<file path="config.mk">
export PLATFORM = sky130hd
export DESIGN_NAME = control_unit_flat
export DESIGN_NICKNAME = d
export VERILOG_FILES = /design/src/rtl/control_pkg.sv /design/src/rtl/control_unit_if.sv /design/src/rtl/control_unit_imm_gen.sv /design/src/rtl/control_unit.sv /design/src/flat_wrapper.sv
export SDC_FILE = /design/constraint.sdc
export NUM_CORES = 1
export LEC_CHECK = 0
export BUFFER_PORTS_ARGS = -buffer_cell sky130_fd_sc_hd__buf_4
export CAP_MARGIN = 20
export CORE_ASPECT_RATIO = 2
export CORE_MARGIN = 4
export CORE_UTILIZATION = 54
export DETAILED_ROUTE_END_ITERATION = 16
export PLACE_DENSITY = 0.94
export REMOVE_ABC_BUFFERS = 1
export SLEW_MARGIN = 40
export SYNTH_ARGS = -nofsm -noshare
export SYNTH_HDL_FRONTEND = slang
export SYNTH_SLANG_ARGS = --single-unit
export TNS_END_PERCENT = 5
</file>
<file path="constraint.sdc">
create_clock -name clk -period 4.83 [get_ports clk]
set_input_delay 0.483 -clock clk [delete_from_list [all_inputs] [get_ports clk]]
set_output_delay 0.483 -clock clk [all_outputs]
set_load 0.02 [all_outputs]
</file>
<file path="src/rtl/control_pkg.sv">
// Shared types and decode constants for the control sequencer.
// Encodings here are what the datapath sees on alu_op.
package control_pkg;

    typedef enum logic [2:0] {
        IDLE = 3'd0,
        DEC  = 3'd1,
        ALU  = 3'd2,
        WR   = 3'd3,
        ILL  = 3'd4
    } state_t;

    typedef enum logic [2:0] {
        ALU_ADD    = 3'd0,
        ALU_SUB    = 3'd1,
        ALU_AND    = 3'd2,
        ALU_OR     = 3'd3,
        ALU_XOR    = 3'd4,
        ALU_SLT    = 3'd5,
        ALU_PASS_B = 3'd6
    } alu_op_t;

    localparam logic [6:0] OPC_LUI   = 7'b0110111;
    localparam logic [6:0] OPC_OPIMM = 7'b0010011;
    localparam logic [6:0] OPC_OP    = 7'b0110011;

    localparam logic [2:0] F3_ADD = 3'b000;
    localparam logic [2:0] F3_SLT = 3'b010;
    localparam logic [2:0] F3_XOR = 3'b100;
    localparam logic [2:0] F3_OR  = 3'b110;
    localparam logic [2:0] F3_AND = 3'b111;

    localparam logic [6:0] F7_BASE = 7'b0000000;
    localparam logic [6:0] F7_SUB  = 7'b0100000;

endpackage

</file>
<file path="src/rtl/control_unit_if.sv">
// Instruction handshake in, datapath control bundle out.
// master = fetch/environment side, slave = control unit side.
interface control_unit_if #(
    parameter int LENGTH   = 32,
    parameter int SEL_BITS = 5
);
    logic [LENGTH-1:0]   instr;
    logic                instr_valid;
    logic                instr_ready;
    logic [SEL_BITS-1:0] addr_a;
    logic [SEL_BITS-1:0] addr_b;
    logic [SEL_BITS-1:0] addr_d;
    logic                wr_regfile;
    logic [LENGTH-1:0]   imm;
    logic                f;
    logic [2:0]          alu_op;
    logic                illegal;

    modport master (
        output instr, instr_valid,
        input  instr_ready, addr_a, addr_b, addr_d, wr_regfile, imm, f, alu_op, illegal
    );

    modport slave (
        input  instr, instr_valid,
        output instr_ready, addr_a, addr_b, addr_d, wr_regfile, imm, f, alu_op, illegal
    );
endinterface

</file>
<file path="src/rtl/control_unit_imm_gen.sv">
// Purpose: builds the U-type or sign-extended I-type immediate from an instruction.
// Latency: purely combinational.
// Backpressure: none; no handshake.
module imm_gen #(
    parameter int LENGTH = 32
) (
    input  logic [LENGTH-1:0] instr,
    input  logic              is_u,
    output logic [LENGTH-1:0] imm
);
    always_comb begin
        if (is_u) begin
            imm = {instr[31:12], 12'b0};
        end else begin
            imm = {{20{instr[31]}}, instr[31:20]};
        end
    end
endmodule

</file>
<file path="src/rtl/control_unit.sv">
// Purpose: decodes one RV32I-subset instruction and sequences the datapath DEC -> ALU -> WR.
// Latency: wr_regfile pulses in the third cycle after accept; one instruction per 4 cycles.
// Backpressure: instr_ready is high only in IDLE; instr_valid elsewhere is ignored.
module control_unit
    import control_pkg::*;
#(
    parameter int LENGTH   = 32,
    parameter int NREGS    = 32,
    parameter int SEL_BITS = $clog2(NREGS)
) (
    input  logic           clk,
    input  logic           reset,
    control_unit_if.slave  bus
);
    state_t state_q, state_d;

    logic [6:0] opcode;
    logic [2:0] funct3;
    logic [6:0] funct7;
    logic [4:0] rs1, rs2, rd;
    logic       legal, is_u, dec_f, zero_ab, accept;
    alu_op_t    dec_op;
    logic [LENGTH-1:0] gen_imm;

    logic [SEL_BITS-1:0] addr_a_q, addr_a_d, addr_b_q, addr_b_d, addr_d_q, addr_d_d;
    logic [LENGTH-1:0]   imm_q, imm_d;
    logic                f_q, f_d, wr_regfile_q, wr_regfile_d, illegal_q, illegal_d;
    alu_op_t             alu_op_q, alu_op_d;

    assign opcode = bus.instr[6:0];
    assign rd     = bus.instr[11:7];
    assign funct3 = bus.instr[14:12];
    assign rs1    = bus.instr[19:15];
    assign rs2    = bus.instr[24:20];
    assign funct7 = bus.instr[31:25];
    assign accept = bus.instr_valid && (state_q == IDLE);

    imm_gen #(.LENGTH(LENGTH)) u_imm_gen (
        .instr (bus.instr),
        .is_u  (is_u),
        .imm   (gen_imm)
    );

    always_comb begin
        legal   = 1'b0;
        is_u    = 1'b0;
        dec_f   = 1'b0;
        zero_ab = 1'b0;
        dec_op  = ALU_ADD;
        unique case (opcode)
            OPC_LUI: begin
                legal   = 1'b1;
                is_u    = 1'b1;
                dec_f   = 1'b1;
                zero_ab = 1'b1;
                dec_op  = ALU_PASS_B;
            end
            OPC_OPIMM: begin
                legal = (funct3 == F3_ADD);
                dec_f = 1'b1;
            end
            OPC_OP: begin
                if (funct7 == F7_BASE) begin
                    legal = 1'b1;
                    unique case (funct3)
                        F3_ADD:  dec_op = ALU_ADD;
                        F3_AND:  dec_op = ALU_AND;
                        F3_OR:   dec_op = ALU_OR;
                        F3_XOR:  dec_op = ALU_XOR;
                        F3_SLT:  dec_op = ALU_SLT;
                        default: legal  = 1'b0;
                    endcase
                end else if (funct7 == F7_SUB && funct3 == F3_ADD) begin
                    legal  = 1'b1;
                    dec_op = ALU_SUB;
                end
            end
            default: legal = 1'b0;
        endcase
    end

    always_comb begin
        state_d = state_q;
        unique case (state_q)
            IDLE:    if (accept) state_d = legal ? DEC : ILL;
            DEC:     state_d = ALU;
            ALU:     state_d = WR;
            WR:      state_d = IDLE;
            ILL:     state_d = IDLE;
            default: state_d = IDLE;
        endcase
    end

    // Decode fields are captured only on a legal accept and otherwise hold.
    always_comb begin
        addr_a_d     = addr_a_q;
        addr_b_d     = addr_b_q;
        addr_d_d     = addr_d_q;
        imm_d        = imm_q;
        f_d          = f_q;
        alu_op_d     = alu_op_q;
        wr_regfile_d = (state_q == ALU);
        illegal_d    = accept && !legal;
        if (accept && legal) begin
            addr_a_d = zero_ab ? '0 : rs1[SEL_BITS-1:0];
            addr_b_d = zero_ab ? '0 : rs2[SEL_BITS-1:0];
            addr_d_d = rd[SEL_BITS-1:0];
            imm_d    = dec_f ? gen_imm : '0;
            f_d      = dec_f;
            alu_op_d = dec_op;
        end
    end

    always_ff @(posedge clk) begin
        if (!reset) begin
            state_q      <= IDLE;
            addr_a_q     <= '0;
            addr_b_q     <= '0;
            addr_d_q     <= '0;
            imm_q        <= '0;
            f_q          <= 1'b0;
            alu_op_q     <= ALU_ADD;
            wr_regfile_q <= 1'b0;
            illegal_q    <= 1'b0;
        end else begin
            state_q      <= state_d;
            addr_a_q     <= addr_a_d;
            addr_b_q     <= addr_b_d;
            addr_d_q     <= addr_d_d;
            imm_q        <= imm_d;
            f_q          <= f_d;
            alu_op_q     <= alu_op_d;
            wr_regfile_q <= wr_regfile_d;
            illegal_q    <= illegal_d;
        end
    end

    assign bus.instr_ready = (state_q == IDLE);
    assign bus.addr_a      = addr_a_q;
    assign bus.addr_b      = addr_b_q;
    assign bus.addr_d      = addr_d_q;
    assign bus.imm         = imm_q;
    assign bus.f           = f_q;
    assign bus.alu_op      = alu_op_q;
    assign bus.wr_regfile  = wr_regfile_q;
    assign bus.illegal     = illegal_q;
endmodule

</file>
<file path="src/flat_wrapper.sv">
// flat-port wrapper written by rule: the top's interface ports become plain ports
module control_unit_flat import control_pkg::*;
#(
    parameter int LENGTH   = 32,
    parameter int NREGS    = 32,
    parameter int SEL_BITS = $clog2(NREGS)
)
  (clk, reset, bus_instr, bus_instr_valid, bus_instr_ready, bus_addr_a, bus_addr_b, bus_addr_d, bus_wr_regfile, bus_imm, bus_f, bus_alu_op, bus_illegal);
  control_unit_if #(.LENGTH(LENGTH), .SEL_BITS(SEL_BITS)) bus_i ();
  input  logic clk;
  input  logic reset;
  input wire logic [$bits(bus_i.instr)-1:0] bus_instr;
  input wire logic [$bits(bus_i.instr_valid)-1:0] bus_instr_valid;
  output wire logic [$bits(bus_i.instr_ready)-1:0] bus_instr_ready;
  output wire logic [$bits(bus_i.addr_a)-1:0] bus_addr_a;
  output wire logic [$bits(bus_i.addr_b)-1:0] bus_addr_b;
  output wire logic [$bits(bus_i.addr_d)-1:0] bus_addr_d;
  output wire logic [$bits(bus_i.wr_regfile)-1:0] bus_wr_regfile;
  output wire logic [$bits(bus_i.imm)-1:0] bus_imm;
  output wire logic [$bits(bus_i.f)-1:0] bus_f;
  output wire logic [$bits(bus_i.alu_op)-1:0] bus_alu_op;
  output wire logic [$bits(bus_i.illegal)-1:0] bus_illegal;
  assign bus_i.instr = bus_instr;
  assign bus_i.instr_valid = bus_instr_valid;
  assign bus_instr_ready = bus_i.instr_ready;
  assign bus_addr_a = bus_i.addr_a;
  assign bus_addr_b = bus_i.addr_b;
  assign bus_addr_d = bus_i.addr_d;
  assign bus_wr_regfile = bus_i.wr_regfile;
  assign bus_imm = bus_i.imm;
  assign bus_f = bus_i.f;
  assign bus_alu_op = bus_i.alu_op;
  assign bus_illegal = bus_i.illegal;
  control_unit #(.LENGTH(LENGTH), .NREGS(NREGS), .SEL_BITS(SEL_BITS)) u_core (.clk(clk), .reset(reset), .bus(bus_i));
endmodule
</file>
==> impl_metrics.py, run 1 <==
metrics = {
    "setup_path": {
        "cp-start-kind": "primary input",
        "critical_path_buf_inv_count": 1,
        "ordered_cell_list_for_the_critical_path": "buf_4, and4bb_4, and2_4, and3_4, and2_4, mux2i_1",
        "highest_net_fanout_along_the_worst_path": 51,
        "crit_path_end_kind": "register",
        "crit_path_arrival_time_ns": 2.45,
        "worst-endpoint-required_ns": 5.06,
        "critical_path.slowest_cell": "sky130_fd_sc_hd__and2_4",
        "cpLargestDelayFamily": "simple AND/OR/NAND/NOR gates",
        "worstSetupPathType": "primary input to register",
        "worst_path_most_repeated_cell": "sky130_fd_sc_hd__and2_4",
        "crit_path_max_incr_delay_ns": 0.64,
    },
    "grt": {
        "grt_antenna_before_repair": 0,
        "grt_remaining_overflow": 0,
        "via_count_of_the_first_global_routing_pass": 2405,
        "global_route.usage.met2_pct": 42.2,
        "global_route.peak_usage_layer": "met2",
        "grt_start_max_net_pins": 98,
        "grt_pass1_wl_microns": 11000,
        "grt_use_met3_pct": 3.77,
        "groute.layer.met1.usage_pct": 23.9,
        "combined_global_route_utilization_of_all_metal_layers_pct": 22.5,
    },
    "sta": {
        "fmaxAchievable_mhz": 449,
        "period_share_pct": 46.1,
        "timing.clock.skew_ns": 0.00514,
        "finalSetupTns_ns": 0,
        "slew-limit-headroom_pct": 50.6,
        "slew_viol_final": 0,
        "report.final.hold_viol_count": 0,
        "final-setup-viol-count": 0,
        "finalCriticalPeriod_ns": 2.23,
        "rsz0062_at_grt": "no",
        "timing_worst_slew_pin_value_ns": 0.738,
    },
    "clocking": {
        "post_cts_resized": 0,
        "clock_latency_ns": 0.30,
        "clk_pin_slew_worst_paths_ns": 0.09,
        "hold_buffers": 0,
        "cts_post_setup_buffers_inserted": 0,
        "cts_tree": "done",
        "tritoncts_num_sinks": 56,
        "clock-root-buffer": "sky130_fd_sc_hd__clkbuf_8",
        "cts-root-to-sink-buffers": 2,
        "h-tree-depth": 2,
        "cts-buffers-inserted": 5,
    },
    "placed_design": {
        "routabilityCongestion": 0.774,
        "place.detailed.hpwl_microns": 4800,
        "place_area_sq_um": 3150,
        "placement.io_buffers": 88,
    },
    "route": {
        "route.final.wire_length_microns": 6820,
        "wire_per_inst_microns": 15.7,
        "drt_first_iter_violations": 88,
        "route.detailed.vias_per_inst": 5.66,
        "postRouteAntennaNets": 0,
        "detail_route.first_pass.iterations": 5,
        "post-route-drc-count": 0,
        "dr_total_vias": 2464,
    },
    "power_and_ir_drop": {
        "lkg_pwr_nw": 1.31,
        "switching_power_uw": 186,
        "p_int_uw": 643,
        "seqPwrFrac_pct": 56.0,
        "power.clock.fraction_pct": 35.4,
        "peakVddDrop_v": 0.000220,
        "design_power_total_uw": 828,
        "share_comb_of_total_power_pct": 8.7,
        "power_density_nw_per_um2": 254,
        "switching_share_pct": 22.4,
    },
    "logic_synthesis": {
        "post_synth_num_cell_types": 35,
        "synth_warnings": 0,
        "number_of_flops_mapped_to_enable_cells_by_yosys": 0,
        "synth_top_cell_by_area": "sky130_fd_sc_hd__dfxtp_1",
        "async_reset_ff_share_pct": 0,
        "ys_top_cells_by_area": "sky130_fd_sc_hd__dfxtp_1 43%, sky130_fd_sc_hd__nand2_1 12%, sky130_fd_sc_hd__mux2i_1 11%",
        "yosys_top_cell_area_share_pct": 43.3,
        "synth_flop_cell": "sky130_fd_sc_hd__dfxtp_1",
        "synth.yosys.seq_area_share_pct": 43.3,
        "post_synthesis_instance_area_sq_um": 2590,
        "mean_instance_size_in_the_synthesized_netlist_sq_um": 8.27,
        "postSynthCellCount": 313,
        "ys_seq_elements": 56,
    },
    "floorplanning": {
        "die_h_microns": 106,
        "die_width_microns": 57.0,
        "core_sq_um": 4640,
        "rows": 35,
        "num_io_pins": 89,
        "floorplan.die_area_sq_um": 6030,
        "floorplan.initialDensity_pct": 55.8,
    },
    "min_path": {
        "min_path_type": "primary input to register",
    },
    "final_layout": {
        "post_route_cells_drive_above_1_share_pct": 27.1,
        "synthToLayoutAreaGrowth_pct": 25.8,
        "postLayoutCellArea_sq_um": 3260,
        "num-nets-final": 416,
        "antenna_cells_inserted": 0,
    },
    "run_status": {
        "run_status": "finished, final reports clean",
    },
    "job": {
        "max_cap_violations": 0,
    },
}
flip-flops by register name (all words and copies together) (netlist names):
signal / flops
u_core.bus.addr_a: 5
u_core.bus.addr_d: 5
u_core.bus.illegal: 1
u_core.bus.wr_regfile: 1
u_core.state_q: 3
u_core.bus.f: 1
u_core.bus.alu_op: 3
u_core.bus.addr_b: 5
u_core.bus.imm: 32
cell usage after synthesis (2+ instances only):
cell	n
sky130_fd_sc_hd__nand2_1	81
sky130_fd_sc_hd__o211ai_1	2
sky130_fd_sc_hd__clkbuf_1	20
sky130_fd_sc_hd__a21oi_1	9
sky130_fd_sc_hd__buf_6	2
sky130_fd_sc_hd__nor3_2	2
sky130_fd_sc_hd__dfxtp_1	56
sky130_fd_sc_hd__inv_1	10
sky130_fd_sc_hd__nand3_1	12
sky130_fd_sc_hd__nor4b_1	2
sky130_fd_sc_hd__xnor2_1	2
sky130_fd_sc_hd__o21ai_0	11
sky130_fd_sc_hd__nor2_1	4
sky130_fd_sc_hd__buf_12	2
sky130_fd_sc_hd__nor4_1	3
sky130_fd_sc_hd__mux2i_1	29
sky130_fd_sc_hd__and2_4	2
sky130_fd_sc_hd__nand4_1	23
sky130_fd_sc_hd__o21ai_1	23
sky130_fd_sc_hd__and4_1	2
sky130_fd_sc_hd__buf_4	2
cell usage in the layout, fill, tap and decap left out, types with 2 or more instances in the layout:
master	n
sky130_fd_sc_hd__nor4b_1	2
sky130_fd_sc_hd__a21oi_1	9
sky130_fd_sc_hd__o211ai_1	2
sky130_fd_sc_hd__mux2i_1	29
sky130_fd_sc_hd__nor2_1	4
sky130_fd_sc_hd__inv_1	10
sky130_fd_sc_hd__buf_4	88
sky130_fd_sc_hd__dfxtp_1	56
sky130_fd_sc_hd__nor4_1	3
sky130_fd_sc_hd__o21ai_0	11
sky130_fd_sc_hd__clkbuf_8	5
sky130_fd_sc_hd__and2_4	2
sky130_fd_sc_hd__o21ai_1	23
sky130_fd_sc_hd__nand2_1	81
sky130_fd_sc_hd__xnor2_1	2
sky130_fd_sc_hd__nand3_1	12
sky130_fd_sc_hd__and4_1	2
sky130_fd_sc_hd__nor3_2	2
sky130_fd_sc_hd__nand4_1	23
kinds of logic after synthesis:
| group | count (synthesis) | synth area share, % |
|---|---|---|
| AO/OA/AOI/OAI | 50 | 10.5 |
| multiplexers | 29 | 11.2 |
| XOR/XNOR | 2 | 0.677 |
| AND/OR/NAND/NOR | 138 | 26.1 |
| buffers and inverters | 38 | 8.12 |
| flip-flops | 56 | 43.3 |
area by class of cell:
cell class | count | area, sq um
inverters | 10 | 37.5
flip-flops and latches | 56 | 1120
clock inverters | 1 | 30.0
fillers | 399 | 1390
multi-input cells | 219 | 1260
repair buffers | 89 | 672
clock buffers | 5 | 68.8
well taps | 55 | 68.8
tightest hold or removal path, cell delays in order:
cell                      delay [ns]
sky130_fd_sc_hd__buf_4          0.11
sky130_fd_sc_hd__nand2_1        0.04
sky130_fd_sc_hd__mux2i_1        0.05
routing by layer:
| layer | part of all wire [%] | vias to the layer above |
|---|---|---|
| met1 | 35 | 1148 |
| li1 | - | 1207 |
| met2 | 56 | 96 |
| met4 | 2.3 | 0 |
| met5 | 0 | - |
| met3 | 6.5 | 13 |
power by group through the flow:
| stage | Clock (mW) | Combinational [mW] | Sequential [mW] |
|---|---|---|---|
| 3_3_place_gp | 0 | 0.0683 | 0.474 |
| 4_1_cts | 0.296 | 0.0706 | 0.464 |
| 3_5_place_dp | 0 | 0.0701 | 0.474 |
| 6_report | 0.293 | 0.0717 | 0.464 |
| 5_1_grt | 0.313 | 0.0775 | 0.464 |
| 2_1_floorplan | 0 | 0.0225 | 0.475 |
final timing paths:
check	from	end	slack, ns	depth (start not counted)
worst max-delay path	bus_instr[3]	u_core.bus.addr_b[1]	2.60	6
worst min-delay path	bus_instr[11]	u_core.bus.addr_d[4]	0.43	3
worst max register to register	u_core.state_q[2]	u_core.bus.addr_b[1]	2.70	4
worst min register to register	u_core.bus.imm[12]	u_core.bus.imm[12]	0.46	2
per-stage QoR:
stage	setup slack [ns]	hold slack [ns]	utilization [%]	std cells
after floorplan	2.43	0.460	-	285
after global placement	2.41	0.437	67.9	429
after detailed placement	2.31	0.444	67.9	429
after CTS	2.62	0.424	70.1	435
after global routing	2.53	0.432	70.1	435
final	2.60	0.425	70.1	435
Note: power is estimated with default switching activity, not from simulation.
==> run 2: changes to the inputs <==
--- a/config.mk
+++ b/config.mk
@@ -9,9 +9,9 @@
 export CAP_MARGIN = 20
 export CORE_ASPECT_RATIO = 2
 export CORE_MARGIN = 4
-export CORE_UTILIZATION = 54
+export CORE_UTILIZATION = 50
 export DETAILED_ROUTE_END_ITERATION = 16
-export PLACE_DENSITY = 0.94
+export PLACE_DENSITY = 0.89
 export REMOVE_ABC_BUFFERS = 1
 export SLEW_MARGIN = 40
 export SYNTH_ARGS = -nofsm -noshare
==> constraint.sdc (replaced) <==
create_clock -name clk -period 2.05 [get_ports clk]
set_input_delay 0.205 -clock clk [delete_from_list [all_inputs] [get_ports clk]]
set_output_delay 0.205 -clock clk [all_outputs]
set_load 0.02 [all_outputs]
==> run 2 against run 1 <==
  * Via count about the same
  * Critical path type is now register to register
  * Largest cell class unchanged
  * Global-route usage down 1.3 points
  * Critical path depth fell by 1
==> impl_metrics.py, run 2 (synthesis results as in run 1) <==
metrics = {
    "grt": {
        "combined_global_route_utilization_of_all_metal_layers_pct": 21.2,
        "grt_antenna_before_repair": 0,
        "grt_remaining_overflow": 0,
        "via_count_of_the_first_global_routing_pass": 2366,
        "grt_pass1_wl_microns": 10600,
        "grt_start_max_net_pins": 49,
    },
    "clocking": {
        "cts_post_setup_buffers_inserted": 0,
        "clk_pin_slew_worst_paths_ns": 0.10,
        "cts-buffers-inserted": 5,
        "cts-root-to-sink-buffers": 2,
        "h-tree-depth": 2,
        "tritoncts_num_sinks": 56,
        "post_cts_resized": 0,
        "cts_tree": "done",
        "clock-root-buffer": "sky130_fd_sc_hd__clkbuf_8",
        "hold_buffers": 0,
        "clock_latency_ns": 0.30,
    },
    "floorplanning": {
        "die_width_microns": 58.9,
        "die_h_microns": 110,
        "floorplan.die_area_sq_um": 6460,
        "core_sq_um": 4950,
        "num_io_pins": 89,
        "rows": 36,
        "floorplan.initialDensity_pct": 52.2,
    },
    "sta": {
        "period_share_pct": 78.6,
        "timing_worst_slew_pin_value_ns": 0.499,
        "finalCriticalPeriod_ns": 1.61,
        "slew_viol_final": 0,
        "final-setup-viol-count": 0,
        "report.final.hold_viol_count": 0,
        "rsz0062_at_grt": "no",
        "timing.clock.skew_ns": 0.00434,
        "slew-limit-headroom_pct": 66.7,
        "fmaxAchievable_mhz": 620,
    },
    "setup_path": {
        "critical_path_buf_inv_count": 1,
        "crit_path_max_incr_delay_ns": 0.35,
        "worst-endpoint-required_ns": 2.28,
        "cpLargestDelayFamily": "simple AND/OR/NAND/NOR gates",
        "cp-startpoint": "u_core.state_q[2]",
        "critical_path_cell_count": 5,
        "r2r_start": "u_core.state_q[2]",
        "crit_path_arrival_time_ns": 1.84,
        "ordered_cell_list_for_the_critical_path": "nor3_2, and3_4, and2_4, buf_12, mux2i_1",
        "crit_path_end_kind": "register",
        "cp-start-kind": "register",
        "worstSetupEndpoint": "u_core.bus.imm[5]",
        "critical_path.slowest_cell": "sky130_fd_sc_hd__dfxtp_1",
        "reg2reg_to": "u_core.bus.imm[5]",
        "timing.reg2reg.setup_slack_ns": 0.44,
        "worstRegToRegCells": 5,
        "worstSetupPathType": "register to register",
        "highest_net_fanout_along_the_worst_path": 34,
    },
    "power_and_ir_drop": {
        "power_density_nw_per_um2": 569,
        "peakVddDrop_v": 0.000648,
        "lkg_pwr_nw": 1.35,
    },
    "route": {
        "wire_per_inst_microns": 15.0,
        "drt_first_iter_violations": 76,
        "route.final.wire_length_microns": 6680,
        "post-route-drc-count": 0,
        "route.detailed.vias_per_inst": 5.52,
        "dr_total_vias": 2466,
        "detail_route.first_pass.iterations": 4,
        "postRouteAntennaNets": 0,
    },
    "final_layout": {
        "synthToLayoutAreaGrowth_pct": 28.5,
        "num-nets-final": 424,
        "final_cell_mix": "96 x sky130_fd_sc_hd__buf_4, 81 x sky130_fd_sc_hd__nand2_1, 56 x sky130_fd_sc_hd__dfxtp_1",
        "sequential_cell_area_in_the_final_layout_sq_um": 1120,
        "final_util_pct": 67.1,
        "layout_commonest_cell": "sky130_fd_sc_hd__buf_4",
        "multiInputGateArea_sq_um": 1260,
        "max_ffs_per_register": 32,
        "final_cell_count_no_fill": 447,
        "post_route_cells_drive_above_1_share_pct": 29.0,
        "antenna_cells_inserted": 0,
        "fill_cell_total_of_the_finished_layout": 437,
    },
    "placed_design": {
        "placement.io_buffers": 88,
        "numPlacedInstances": 439,
        "routabilityCongestion": 0.837,
        "place.detailed.hpwl_microns": 4920,
    },
    "min_path": {
        "min_path_type": "primary input to register",
    },
    "job": {
        "max_cap_violations": 0,
    },
    "run_status": {
        "run_status": "finished, final reports clean",
    },
}
-- run 2: layer usage --
layer  wire [microns]  global-route usage, %  up-vias
met5                0                      0        -
met4              182                   9.72        0
met2             3590                   39.1       82
met3              441                   3.53       13
met1             2470                   22.6     1149
li1                 -                      -     1222
-- run 2: where the power goes --
group          switching (mW)  total [mW]  internal, mW  leakage, nW
clock network           0.349       0.623         0.274       0.0434
logic                  0.0977       0.175        0.0778        0.853
registers             0.00221        1.09          1.09        0.451
total                   0.449        1.89          1.44         1.35
-- run 2: how the worst min path moves through the flow --
stage / slack, ns / to / from / cells after the start
3_3_place_gp: 0.44 / u_core.bus.imm[17] / u_core.bus.imm[17] / 2
6_report: 0.15 / u_core.bus.addr_d[1] / bus_instr[8] / 3
3_5_place_dp: 0.44 / u_core.bus.imm[23] / u_core.bus.imm[23] / 2
4_1_cts: 0.14 / u_core.bus.addr_d[1] / bus_instr[8] / 3
5_1_grt: 0.15 / u_core.bus.addr_d[3] / bus_instr[10] / 3
2_1_floorplan: 0.34 / u_core.bus.f / reset / 2
-- run 2: final cells by class --
type | count | area share, %
Multi-Input combinational cell | 219 | 37.8
Sequential cell | 56 | 33.7
Timing Repair Buffer | 97 | 22.3
Clock buffer | 6 | 2.48
Tap cell | 57 | 2.14
Inverter | 10 | 1.13
Clock inverter | 2 | 0.451
-- run 2: tightest hold or removal path, cell delays in order --
cell and delay (ns):
sky130_fd_sc_hd__buf_4 0.11, sky130_fd_sc_hd__nand2_1 0.04, sky130_fd_sc_hd__mux2i_1 0.05
-- run 2: per-stage QoR --
step | hold WS, ns | setup slack [ns] | TNS (ns) | total power [mW] | instance area [sq um]
floorplan | 0.342 | -0.0749 | -3.05 | 1.17 | 2420
global route | 0.152 | 0.331 | 0 | 1.96 | 3330
global placement | 0.436 | 0.240 | 0 | 1.29 | 3230
finish | 0.147 | 0.438 | 0 | 1.89 | 3330
detailed placement | 0.440 | 0.114 | 0 | 1.29 | 3230
CTS | 0.135 | 0.424 | 0 | 1.91 | 3330
==> run 3: changes to the inputs <==
--- a/config.mk
+++ b/config.mk
@@ -9,9 +9,9 @@
 export CAP_MARGIN = 20
 export CORE_ASPECT_RATIO = 2
 export CORE_MARGIN = 4
-export CORE_UTILIZATION = 50
+export CORE_UTILIZATION = 45
 export DETAILED_ROUTE_END_ITERATION = 16
-export PLACE_DENSITY = 0.89
+export PLACE_DENSITY = 0.85
 export REMOVE_ABC_BUFFERS = 1
 export SLEW_MARGIN = 40
 export SYNTH_ARGS = -nofsm -noshare
==> constraint.sdc (replaced) <==
create_clock -name clk -period 1.32 [get_ports clk]
set_input_delay 0.132 -clock clk [delete_from_list [all_inputs] [get_ports clk]]
set_output_delay 0.132 -clock clk [all_outputs]
set_load 0.02 [all_outputs]
==> run 3 against run 2 <==
  * Wire length increased by 7.5%
  * Fmax increased by 17%
  * Critical path depth unchanged
  * The run now ends with negative setup slack left
  * Final cell count increased by 7.6%
  * Clock power increased by 58%
  * Clock-buffer cell count increased by 1
  * Sequential share of layout area decreased by 2.6 points
  * Total power increased by 59%
  * Sequential power increased by 56%
  * Highest routed layer unchanged
==> impl_metrics.py, run 3 (synthesis results as in run 1) <==
metrics = {
    "grt": {
        "grt_start_max_net_pins": 38,
        "grt_antenna_before_repair": 0,
        "grt_remaining_overflow": 0,
        "grt_pass1_wl_microns": 11200,
        "via_count_of_the_first_global_routing_pass": 2561,
        "combined_global_route_utilization_of_all_metal_layers_pct": 20.3,
    },
    "floorplanning": {
        "floorplan.die_area_sq_um": 7100,
        "die_width_microns": 61.6,
        "floorplan.initialDensity_pct": 46.9,
        "rows": 38,
        "die_h_microns": 115,
        "num_io_pins": 89,
        "core_sq_um": 5520,
    },
    "setup_path": {
        "timing.reg2reg.setup_slack_ns": -0.06,
        "worst-endpoint-required_ns": 1.56,
        "cp-start-kind": "register",
        "crit_path_arrival_time_ns": 1.62,
        "cp-startpoint": "u_core.state_q[2]",
        "r2r_start": "u_core.state_q[2]",
        "highest_net_fanout_along_the_worst_path": 16,
        "worstSetupPathType": "register to register",
        "reg2reg_to": "u_core.bus.addr_a[4]",
        "crit_path_end_kind": "register",
        "worstRegToRegCells": 5,
        "worstSetupEndpoint": "u_core.bus.addr_a[4]",
    },
    "final_layout": {
        "sequential_cell_area_in_the_final_layout_sq_um": 1120,
        "synthToLayoutAreaGrowth_pct": 39.5,
        "max_ffs_per_register": 32,
        "multiInputGateArea_sq_um": 1270,
        "antenna_cells_inserted": 0,
        "post_route_cells_drive_above_1_share_pct": 34.7,
        "final_cell_mix": "124 x sky130_fd_sc_hd__buf_4, 81 x sky130_fd_sc_hd__nand2_1, 54 x sky130_fd_sc_hd__dfxtp_1",
        "num-nets-final": 455,
        "layout_commonest_cell": "sky130_fd_sc_hd__buf_4",
        "fill_cell_total_of_the_finished_layout": 490,
        "final_util_pct": 65.5,
        "postLayoutCellArea_sq_um": 3610,
    },
    "placed_design": {
        "routabilityCongestion": 0.866,
        "dp_slack_ns": -0.322,
        "place.detailed.hpwl_microns": 5410,
        "place_area_sq_um": 3500,
        "placement.io_buffers": 88,
    },
    "route": {
        "postRouteAntennaNets": 0,
        "maxUsedRoutingLayer": "met4",
        "wl_met3_microns": 437,
        "dr_wl_met2_microns": 3850,
        "drt_first_iter_violations": 69,
        "post-route-drc-count": 0,
        "wire_per_inst_microns": 14.9,
        "route.detailed.vias_per_inst": 5.29,
        "dr_total_vias": 2546,
        "met1_length_microns": 2730,
        "route.final.wire_length_microns": 7180,
        "detail_route.first_pass.iterations": 6,
    },
    "power_and_ir_drop": {
        "share_comb_of_total_power_pct": 10.9,
        "switching_power_uw": 725,
        "lkg_pwr_nw": 1.52,
        "power.clock.fraction_pct": 32.7,
        "switching_share_pct": 24.1,
        "seqPwrFrac_pct": 56.4,
        "power_density_nw_per_um2": 834,
        "p_int_mw": 2.28,
        "peakVddDrop_v": 0.000834,
        "design_power_total_mw": 3.01,
    },
    "run_status": {
        "run_status": "finished with violations",
        "violations": "negative setup slack",
    },
    "sta": {
        "rsz0062_at_grt": "yes",
        "timing.clock.skew_ns": 0.00431,
        "final_critical_path_setup_slack_ns": -0.0581,
        "final-setup-viol-count": 28,
        "timing_worst_slew_pin_value_ns": 0.329,
        "finalCriticalPeriod_ns": 1.38,
        "period_share_pct": 104,
        "slew_viol_final": 0,
        "report.final.hold_viol_count": 0,
        "fmaxAchievable_mhz": 726,
        "fin_hold_ws_ns": 0.0639,
        "slew-limit-headroom_pct": 78.0,
    },
    "clocking": {
        "h-tree-depth": 2,
        "cts_tree": "done",
        "cts-root-to-sink-buffers": 2,
        "clock-root-buffer": "sky130_fd_sc_hd__clkbuf_8",
        "hold_buffers": 0,
        "clock_latency_ns": 0.31,
        "clk_pin_slew_worst_paths_ns": 0.10,
        "cts_post_setup_buffers_inserted": 0,
        "tritoncts_num_sinks": 56,
        "cts-buffers-inserted": 5,
    },
    "min_path": {
        "min_path_type": "primary input to register",
    },
    "job": {
        "max_cap_violations": 0,
    },
}
[run 3: changes by cell type in the layout (fill, tap and decap cells not counted), sizes merged]
cell | previous run | this run
buf | 97 | 128
clkinvlp | 2 | 1
clkbuf | 6 | 7
[run 3: worst min-delay path by stage]
| stage | start | to | slack [ns] | depth (start not counted) |
|---|---|---|---|---|
| after floorplan | reset | u_core.bus.f | 0.27 | 2 |
| after global placement | bus_instr[7] | u_core.bus.addr_d[0] | 0.39 | 3 |
| after detailed placement | bus_instr[11] | u_core.bus.addr_d[4] | 0.40 | 3 |
| after CTS | bus_instr[7] | u_core.bus.addr_d[0] | 0.05 | 3 |
| after global routing | bus_instr[11] | u_core.bus.addr_d[4] | 0.07 | 3 |
| final | bus_instr[7] | u_core.bus.addr_d[0] | 0.06 | 3 |
[run 3: cell type report]
type                    count  share of cell area [%]
clock inverters             1                   0.208
well taps                  60                    2.08
multi-input cells         219                    35.2
flip-flops and latches     56                    31.1
inverters                  10                    1.04
repair buffers            128                    28.0
clock buffers               7                    2.39
[run 3: metal layers]
| layer | GRT usage, % | vias to the layer above |
|---|---|---|
| met3 | 3.93 | 11 |
| met5 | 0 | - |
| met4 | 8.64 | 0 |
| met1 | 22.2 | 1175 |
| met2 | 36.3 | 75 |
| li1 | - | 1285 |
[run 3: repair_timing]
item | 4_1_cts | 5_1_grt
gates resized for setup | 1 | 3
pin swaps | 0 | 0
endpoints found under the setup margin | 36 | 52
cloned | 0 | 0
[run 3: power by group through the flow]
stage	clock (mW)	combinational [mW]	sequential, mW
2_1_floorplan	0	0.0823	1.74
6_report	0.984	0.329	1.70
3_3_place_gp	0	0.315	1.74
4_1_cts	1.01	0.323	1.70
5_1_grt	1.06	0.354	1.70
3_5_place_dp	0	0.322	1.73
[run 3: stage by stage]
| step | TNS [ns] | cells |
|---|---|---|
| detailed placement | -14.09 | 473 |
| global placement | -12.35 | 473 |
| global route | -3.71 | 481 |
| CTS | -1.89 | 481 |
| floorplan | -37.31 | 285 |
| finish | -1.14 | 481 |
[run 3: critical path, stage by stage, from the launching register on]
cell and delay (ns):
sky130_fd_sc_hd__dfxtp_2 0.35, sky130_fd_sc_hd__nor3_4 0.19, sky130_fd_sc_hd__and3_4 0.21, sky130_fd_sc_hd__and2_4 0.21
sky130_fd_sc_hd__buf_12 0.16, sky130_fd_sc_hd__mux2i_1 0.19
